$ cat config.mk
export PLATFORM = sky130hd
export DESIGN_NAME = pipelined_permutation_network
export DESIGN_NICKNAME = d
export VERILOG_FILES = /design/src/rtl/pipelined_permutation_network.sv
export SDC_FILE = /design/constraint.sdc
export NUM_CORES = 1
export LEC_CHECK = 0
export BUFFER_PORTS_ARGS = -buffer_cell sky130_fd_sc_hd__buf_2
export CAP_MARGIN = 20
export CORE_MARGIN = 1
export CORE_UTILIZATION = 30
export DETAILED_ROUTE_END_ITERATION = 6
export GPL_TIMING_DRIVEN = 0
export SYNTH_ARGS = -nofsm -noshare
export SYNTH_HDL_FRONTEND = slang
export SYNTH_SLANG_ARGS = --single-unit
$ cat constraint.sdc
create_clock -name clk -period 4.3 [get_ports clk]
set_clock_uncertainty 0.05 [all_clocks]
set_input_delay 0.215 -clock clk [delete_from_list [all_inputs] [get_ports clk]]
set_output_delay 0.215 -clock clk [all_outputs]
set_load 0.02 [all_outputs]
$ cat src/rtl/pipelined_permutation_network.sv
// Two-stage deflection permutation network for a bufferless router: four flits in,
// four flits out, conflicts resolved by golden flag, then sequence, then a per-block toggle.

module ppn_arb2 #(
  parameter int unsigned FLIT_W   = 32,
  parameter int unsigned GOLD_BIT = 0,
  parameter int unsigned SEQ_LSB  = 15,
  parameter int unsigned SEQ_W    = 5
) (
  input  logic [FLIT_W-1:0] flit0,
  input  logic [FLIT_W-1:0] flit1,
  input  logic              vld0,
  input  logic              vld1,
  input  logic              defl0,
  input  logic              defl1,
  input  logic              want0,
  input  logic              want1,
  input  logic              tgl,
  output logic [FLIT_W-1:0] res_flit0_c,
  output logic [FLIT_W-1:0] res_flit1_c,
  output logic              res_vld0_c,
  output logic              res_vld1_c,
  output logic              res_defl0_c,
  output logic              res_defl1_c,
  output logic              tie_c
);
  logic             conflict;
  logic             win0;
  logic             port0;
  logic             port1;
  logic [SEQ_W-1:0] seq0;
  logic [SEQ_W-1:0] seq1;

  // want=1 means the flit asks for out1; the loser of a conflict takes the other port
  always_comb begin
    res_flit0_c = '0;
    res_flit1_c = '0;
    res_vld0_c  = 1'b0;
    res_vld1_c  = 1'b0;
    res_defl0_c = 1'b0;
    res_defl1_c = 1'b0;
    tie_c       = 1'b0;
    win0        = 1'b1;
    seq0        = flit0[SEQ_LSB +: SEQ_W];
    seq1        = flit1[SEQ_LSB +: SEQ_W];
    conflict    = vld0 & vld1 & (want0 == want1);
    if (flit0[GOLD_BIT] != flit1[GOLD_BIT]) begin
      win0 = flit0[GOLD_BIT];
    end else if (seq0 != seq1) begin
      win0 = (seq0 < seq1);
    end else begin
      win0  = ~tgl;
      tie_c = conflict;
    end
    port0 = want0;
    port1 = want1;
    if (conflict) begin
      if (win0) port1 = ~want1;
      else      port0 = ~want0;
    end
    if (vld0) begin
      if (port0) begin
        res_flit1_c = flit0;
        res_vld1_c  = 1'b1;
        res_defl1_c = defl0 | (conflict & ~win0);
      end else begin
        res_flit0_c = flit0;
        res_vld0_c  = 1'b1;
        res_defl0_c = defl0 | (conflict & ~win0);
      end
    end
    if (vld1) begin
      if (port1) begin
        res_flit1_c = flit1;
        res_vld1_c  = 1'b1;
        res_defl1_c = defl1 | (conflict & win0);
      end else begin
        res_flit0_c = flit1;
        res_vld0_c  = 1'b1;
        res_defl0_c = defl1 | (conflict & win0);
      end
    end
  end
endmodule

module pipelined_permutation_network #(
  parameter int unsigned FLIT_W   = 32,
  parameter int unsigned GOLD_BIT = 0,
  parameter int unsigned DIR_LSB  = 4,
  parameter int unsigned SEQ_LSB  = 15,
  parameter int unsigned SEQ_W    = 5,
  parameter int unsigned PIPE     = 1,
  parameter int unsigned CNT_W    = 16
) (
  input  logic                  clk,
  input  logic                  rst_n,
  input  logic [4*FLIT_W-1:0]   in_flit,
  input  logic [3:0]            in_vld,
  input  logic                  cnt_clr,
  output logic [4*FLIT_W-1:0]   out_flit,
  output logic [3:0]            out_vld,
  output logic [3:0]            out_defl,
  output logic [CNT_W-1:0]      defl_cnt
);
  localparam int unsigned SUM_W = CNT_W + 3;
  localparam logic [CNT_W-1:0] CNT_MAX = '1;

  logic [FLIT_W-1:0] in_f [4];
  logic [FLIT_W-1:0] s1_flit [4];
  logic [3:0]        s1_vld;
  logic [3:0]        s1_defl;
  logic [1:0]        s1_tie;
  logic [FLIT_W-1:0] m_flit [4];
  logic [3:0]        m_vld;
  logic [3:0]        m_defl;
  logic [FLIT_W-1:0] nxt_flit [4];
  logic [3:0]        nxt_vld;
  logic [3:0]        nxt_defl;
  logic [1:0]        s2_tie;
  logic [3:0]        tgl;
  logic [3:0]        hits;
  logic [2:0]        pc;
  logic [SUM_W-1:0]  sum;

  for (genvar p = 0; p < 4; p++) begin : g_in
    assign in_f[p] = in_flit[p*FLIT_W +: FLIT_W];
  end

  // Stage 1: mid index 0/1 = S1A/S1B out0 (to S2A), 2/3 = S1A/S1B out1 (to S2B)
  ppn_arb2 #(.FLIT_W(FLIT_W), .GOLD_BIT(GOLD_BIT), .SEQ_LSB(SEQ_LSB), .SEQ_W(SEQ_W)) u_s1a (
    .flit0(in_f[0]), .flit1(in_f[1]), .vld0(in_vld[0]), .vld1(in_vld[1]),
    .defl0(1'b0), .defl1(1'b0),
    .want0(in_f[0][DIR_LSB+1]), .want1(in_f[1][DIR_LSB+1]), .tgl(tgl[0]),
    .res_flit0_c(s1_flit[0]), .res_flit1_c(s1_flit[2]),
    .res_vld0_c(s1_vld[0]), .res_vld1_c(s1_vld[2]),
    .res_defl0_c(s1_defl[0]), .res_defl1_c(s1_defl[2]), .tie_c(s1_tie[0]));

  ppn_arb2 #(.FLIT_W(FLIT_W), .GOLD_BIT(GOLD_BIT), .SEQ_LSB(SEQ_LSB), .SEQ_W(SEQ_W)) u_s1b (
    .flit0(in_f[2]), .flit1(in_f[3]), .vld0(in_vld[2]), .vld1(in_vld[3]),
    .defl0(1'b0), .defl1(1'b0),
    .want0(in_f[2][DIR_LSB+1]), .want1(in_f[3][DIR_LSB+1]), .tgl(tgl[1]),
    .res_flit0_c(s1_flit[1]), .res_flit1_c(s1_flit[3]),
    .res_vld0_c(s1_vld[1]), .res_vld1_c(s1_vld[3]),
    .res_defl0_c(s1_defl[1]), .res_defl1_c(s1_defl[3]), .tie_c(s1_tie[1]));

  if (PIPE != 0) begin : g_pipe
    always_ff @(posedge clk or negedge rst_n) begin
      if (!rst_n) begin
        for (int i = 0; i < 4; i++) m_flit[i] <= '0;
        m_vld  <= '0;
        m_defl <= '0;
      end else begin
        for (int i = 0; i < 4; i++) m_flit[i] <= s1_flit[i];
        m_vld  <= s1_vld;
        m_defl <= s1_defl;
      end
    end
  end else begin : g_nopipe
    for (genvar i = 0; i < 4; i++) begin : g_m
      assign m_flit[i] = s1_flit[i];
    end
    assign m_vld  = s1_vld;
    assign m_defl = s1_defl;
  end

  // Stage 2: S2A resolves N/E (wants N on dir 00), S2B resolves S/W (wants S on dir 10)
  ppn_arb2 #(.FLIT_W(FLIT_W), .GOLD_BIT(GOLD_BIT), .SEQ_LSB(SEQ_LSB), .SEQ_W(SEQ_W)) u_s2a (
    .flit0(m_flit[0]), .flit1(m_flit[1]), .vld0(m_vld[0]), .vld1(m_vld[1]),
    .defl0(m_defl[0]), .defl1(m_defl[1]),
    .want0(m_flit[0][DIR_LSB +: 2] != 2'b00), .want1(m_flit[1][DIR_LSB +: 2] != 2'b00),
    .tgl(tgl[2]),
    .res_flit0_c(nxt_flit[0]), .res_flit1_c(nxt_flit[1]),
    .res_vld0_c(nxt_vld[0]), .res_vld1_c(nxt_vld[1]),
    .res_defl0_c(nxt_defl[0]), .res_defl1_c(nxt_defl[1]), .tie_c(s2_tie[0]));

  ppn_arb2 #(.FLIT_W(FLIT_W), .GOLD_BIT(GOLD_BIT), .SEQ_LSB(SEQ_LSB), .SEQ_W(SEQ_W)) u_s2b (
    .flit0(m_flit[2]), .flit1(m_flit[3]), .vld0(m_vld[2]), .vld1(m_vld[3]),
    .defl0(m_defl[2]), .defl1(m_defl[3]),
    .want0(m_flit[2][DIR_LSB +: 2] != 2'b10), .want1(m_flit[3][DIR_LSB +: 2] != 2'b10),
    .tgl(tgl[3]),
    .res_flit0_c(nxt_flit[2]), .res_flit1_c(nxt_flit[3]),
    .res_vld0_c(nxt_vld[2]), .res_vld1_c(nxt_vld[3]),
    .res_defl0_c(nxt_defl[2]), .res_defl1_c(nxt_defl[3]), .tie_c(s2_tie[1]));

  always_comb begin
    hits = nxt_defl & nxt_vld;
    pc   = 3'(hits[0]) + 3'(hits[1]) + 3'(hits[2]) + 3'(hits[3]);
    sum  = SUM_W'(defl_cnt) + SUM_W'(pc);
  end

  always_ff @(posedge clk or negedge rst_n) begin
    if (!rst_n) begin
      tgl      <= '0;
      out_flit <= '0;
      out_vld  <= '0;
      out_defl <= '0;
      defl_cnt <= '0;
    end else begin
      tgl      <= tgl ^ {s2_tie, s1_tie};
      out_flit <= {nxt_flit[3], nxt_flit[2], nxt_flit[1], nxt_flit[0]};
      out_vld  <= nxt_vld;
      out_defl <= nxt_defl;
      if (cnt_clr)                   defl_cnt <= '0;
      else if (sum > SUM_W'(CNT_MAX)) defl_cnt <= CNT_MAX;
      else                           defl_cnt <= CNT_W'(sum);
    end
  end
endmodule
==> impl_metrics.py <==
metrics = {
    "run_status": {
        "outcome": "finished, violations left",
        "violations": "setup timing",
    },
    "drt": {
        "wl_mm": 46.1,
        "remaining_drc_errors": 0,
        "viasPerCell": 5.20,
        "wire_per_inst_um": 21.6,
        "drtIter0Drc": 819,
        "routed-via-count": 11100,
        "first_pass_iters": 7,
        "ant_nets": 0,
    },
    "synth": {
        "ys_ff_latch": 292,
        "ys_seq_area_share_pct": 60.2,
        "synth-edff-count": 0,
        "syn_inst": 1038,
        "yosysUniqueCellTypes": 51,
        "ys.warnings.count": 0,
        "syn-num-nets": 1197,
        "syn_avg_cell_area_um2": 11.7,
        "synth_flop_cell": "dfrtp_1",
        "synthArstFlopShare_pct": 100,
        "synth_area_um2": 12100,
    },
    "cts": {
        "clkSlewWorstSetupHoldPaths_ns": 0.06,
        "cts_root_buf": "clkbuf_16",
        "clock_path_buffers": 3,
        "insertion_delay_ns": 0.53,
        "cts_tree": "yes",
        "htreeDepth": 2,
        "cts_buffers": 35,
        "clock_sinks": 292,
    },
    "power": {
        "cellPowerDensity_nw_per_um2": 439,
        "power_switching_w": 0.00235,
        "switching_share_pct": 30.0,
        "seq_power_share_pct": 39.9,
        "pwr-share-comb_pct": 21.9,
        "ir_worst_vdd_mv": 0.271,
        "p_leak_nw": 8.49,
        "p_int_w": 0.00548,
        "pwr-share-clk_pct": 38.2,
    },
    "timing": {
        "hold_violations": 0,
        "min_period_ns": 4.31,
        "finalCritPeriodShare_pct": 100,
        "maxSlewHeadroom_pct": 48.2,
        "tns_ns": -0.0230,
        "finalSetupViolations": 4,
        "tightest_slew_ns": 0.777,
        "rsz0062_at_grt": "yes",
        "drv_slew": 0,
        "max_freq_mhz": 232,
        "holdWs_ns": 0.0211,
        "setup_ws_ns": -0.00708,
    },
    "layout": {
        "fin_cells": 2137,
        "post-route-cell-area_um2": 17900,
        "utilization_pct": 44.8,
        "nets": 1735,
        "syn2layout_area_growth_pct": 47.2,
        "drive_gt1_share_pct": 29.1,
    },
    "place": {
        "place_area_um2": 14300,
        "port-buffer-count": 283,
        "placed_cells": 1848,
        "hpwl_mm": 34.2,
        "place_congestion": 0.941,
    },
    "setup_path": {
        "cp-start-kind": "register",
        "setup.worst_path.end_class": "register",
        "crit_fanout": 5,
        "cp_cell_sequence": "inv_1, ha_4, and4b_1, mux2i_4, a31oi_4, o21bai_4, mux2i_2, nor3_4, fa_1, inv_1, fa_2, inv_2, fa_2, nor4b_4, nand2_1, or3_4, clkbuf_8, a21oi_2",
        "critPathMaxStageDelay_ns": 0.45,
        "crit_required_ns": 4.69,
        "crit_arrival_ns": 4.70,
        "worst-setup-path-type": "reg2reg",
        "slowest_stage": "fa_1",
    },
    "die": {
        "initial_core_util_pct": 30.5,
        "fp.dieH_um": 203,
        "die-area_um2": 41300,
        "io-pin-count": 287,
        "floorplan.die.width_um": 203,
        "core_area_um2": 39800,
        "fp-row-count": 73,
    },
    "run": {
        "drv_cap": 0,
    },
    "grt": {
        "gr-usage-met1_pct": 28.9,
        "grt_use_met2_pct": 36.2,
        "antenna_found_initial": 12,
        "grt_pass1_vias": 11300,
        "use_met3_pct": 4.98,
        "grt_use_total_pct": 22.0,
        "grt_first_pass_wirelength_mm": 67.5,
        "grt_start_max_net_pins": 128,
        "overflow": 0,
        "top_usage_layer": "met2",
    },
    "worst_hold_path": {
        "min-delay-path-class": "in2reg",
    },
}
sequential cells by signal, summed over array words and instances, names as in the netlist:
register	count
out_vld	4
out_defl	4
m_flit	128
m_defl	4
defl_cnt	16
m_vld	4
out_flit	128
tgl	4
worst max-delay path: cells and delay by family, from the launching register on:
kind | cells | cell delay (ns)
adder cells (fa/ha/maj) | 4 | 1.26
multiplexers | 2 | 0.56
AND/OR/NAND/NOR | 5 | 1.07
buffers and inverters | 4 | 0.40
AO/OA/AOI/OAI | 3 | 0.48
flip-flops | 1 | 0.38
synthesized netlist by cell type (all sizes together), types with 15 or more instances:
cell,count,area (um^2)
nand2,156,586
nand3,18,90.1
o22ai,122,763
buf,52,263
inv,34,128
a32o,120,1200
clkbuf,34,128
a21oi,33,173
nor2,15,56.3
ha,21,263
dfrtp,292,7310
xnor2,27,236
cell usage in the layout (no fill, tap or decap), drive strengths merged, types with 3 or more instances in the layout:
cell type and n:
or3 3, and3 9, clkinvlp 3, a31oi 3, nand4 5, bufinv 3, ha 21, a22o 4
nor2 15, dlygate4sd3 192, o22ai 122, and4b 3, xor2 10, nand2b 6, o21ai 9, a32oi 3
a21o 3, diode 14, nand2 156, inv 36, clkbuf 79, a21oi 33, mux2 5, dfrtp 292
mux2i 7, a211oi 3, nand3 18, nor3 6, a32o 120, nor2b 10, o211ai 4, buf 360
xnor2 27, clkinv 7, fa 3
power groups by stage:
stage	registers [W]	clock network, W	logic [W]
3_5_place_dp	0.00318	0	0.00141
2_1_floorplan	0.00331	0	0.000666
4_1_cts	0.00314	0.00307	0.00167
5_1_grt	0.00315	0.00318	0.00184
3_3_place_gp	0.00318	0	0.00139
6_report	0.00313	0.00299	0.00172
stage by stage:
step / setup WS, ns / power [W]
after floorplan: 0.00725 / 0.00398
after global placement: -2.39 / 0.00457
after detailed placement: -0.754 / 0.00459
after CTS: -0.129 / 0.00787
after global routing: -0.206 / 0.00817
final: -0.00708 / 0.00784
area by class of cell:
type | count | area (um^2)
Tap cell | 525 | 657
Fill cell | 3745 | 22000
Inverter | 34 | 128
Antenna cell | 14 | 35.0
Clock buffer | 44 | 981
Multi-Input combinational cell | 626 | 4580
Clock inverter | 15 | 180
Buffer | 86 | 400
Sequential cell | 292 | 7310
Timing Repair Buffer | 501 | 3590
layer usage:
metal  wire length [um]  part of all wire [%]
met5                  0                     0
met4               1190                   2.6
met3               3890                   8.4
met2              21400                    47
met1              19500                    42
worst paths after layout:
check / startpoint / endpoint / slack (ns) / cells past startpoint
setup / recovery: m_flit[47] / defl_cnt[4] / -0.007 / 18
hold / removal: in_flit[56] / m_flit[120] / 0.02 / 2
setup reg to reg: m_flit[47] / defl_cnt[4] / -0.007 / 18
hold reg to reg: tgl[3] / tgl[3] / 0.41 / 1
max in group asynchronous: rst_n / m_vld[0] / 2.60 / 4
min in group asynchronous: rst_n / out_flit[41] / 0.13 / 2
logic make-up after synthesis:
| logic type | count (synthesis) | share of synthesized area [%] |
|---|---|---|
| adder cells (fa/ha/maj) | 24 | 2.66 |
| XOR/XNOR | 37 | 2.67 |
| AND/OR/NAND/NOR | 242 | 9.14 |
| buffers and inverters | 120 | 4.27 |
| multiplexers | 12 | 1.14 |
| flip-flops | 292 | 60.2 |
| AO/OA/AOI/OAI | 311 | 19.9 |
repair_timing:
item | in CTS | in global routing
cloned | 1 | 0
endpoints found under the hold margin | 188 | 0
setup endpoints to repair | 16 | 16
pin swaps | 22 | 10
gates resized for setup | 33 | 12
setup buffers | 19 | 4
hold buffers | 192 | 0
Note: power is estimated with default switching activity, not from simulation.
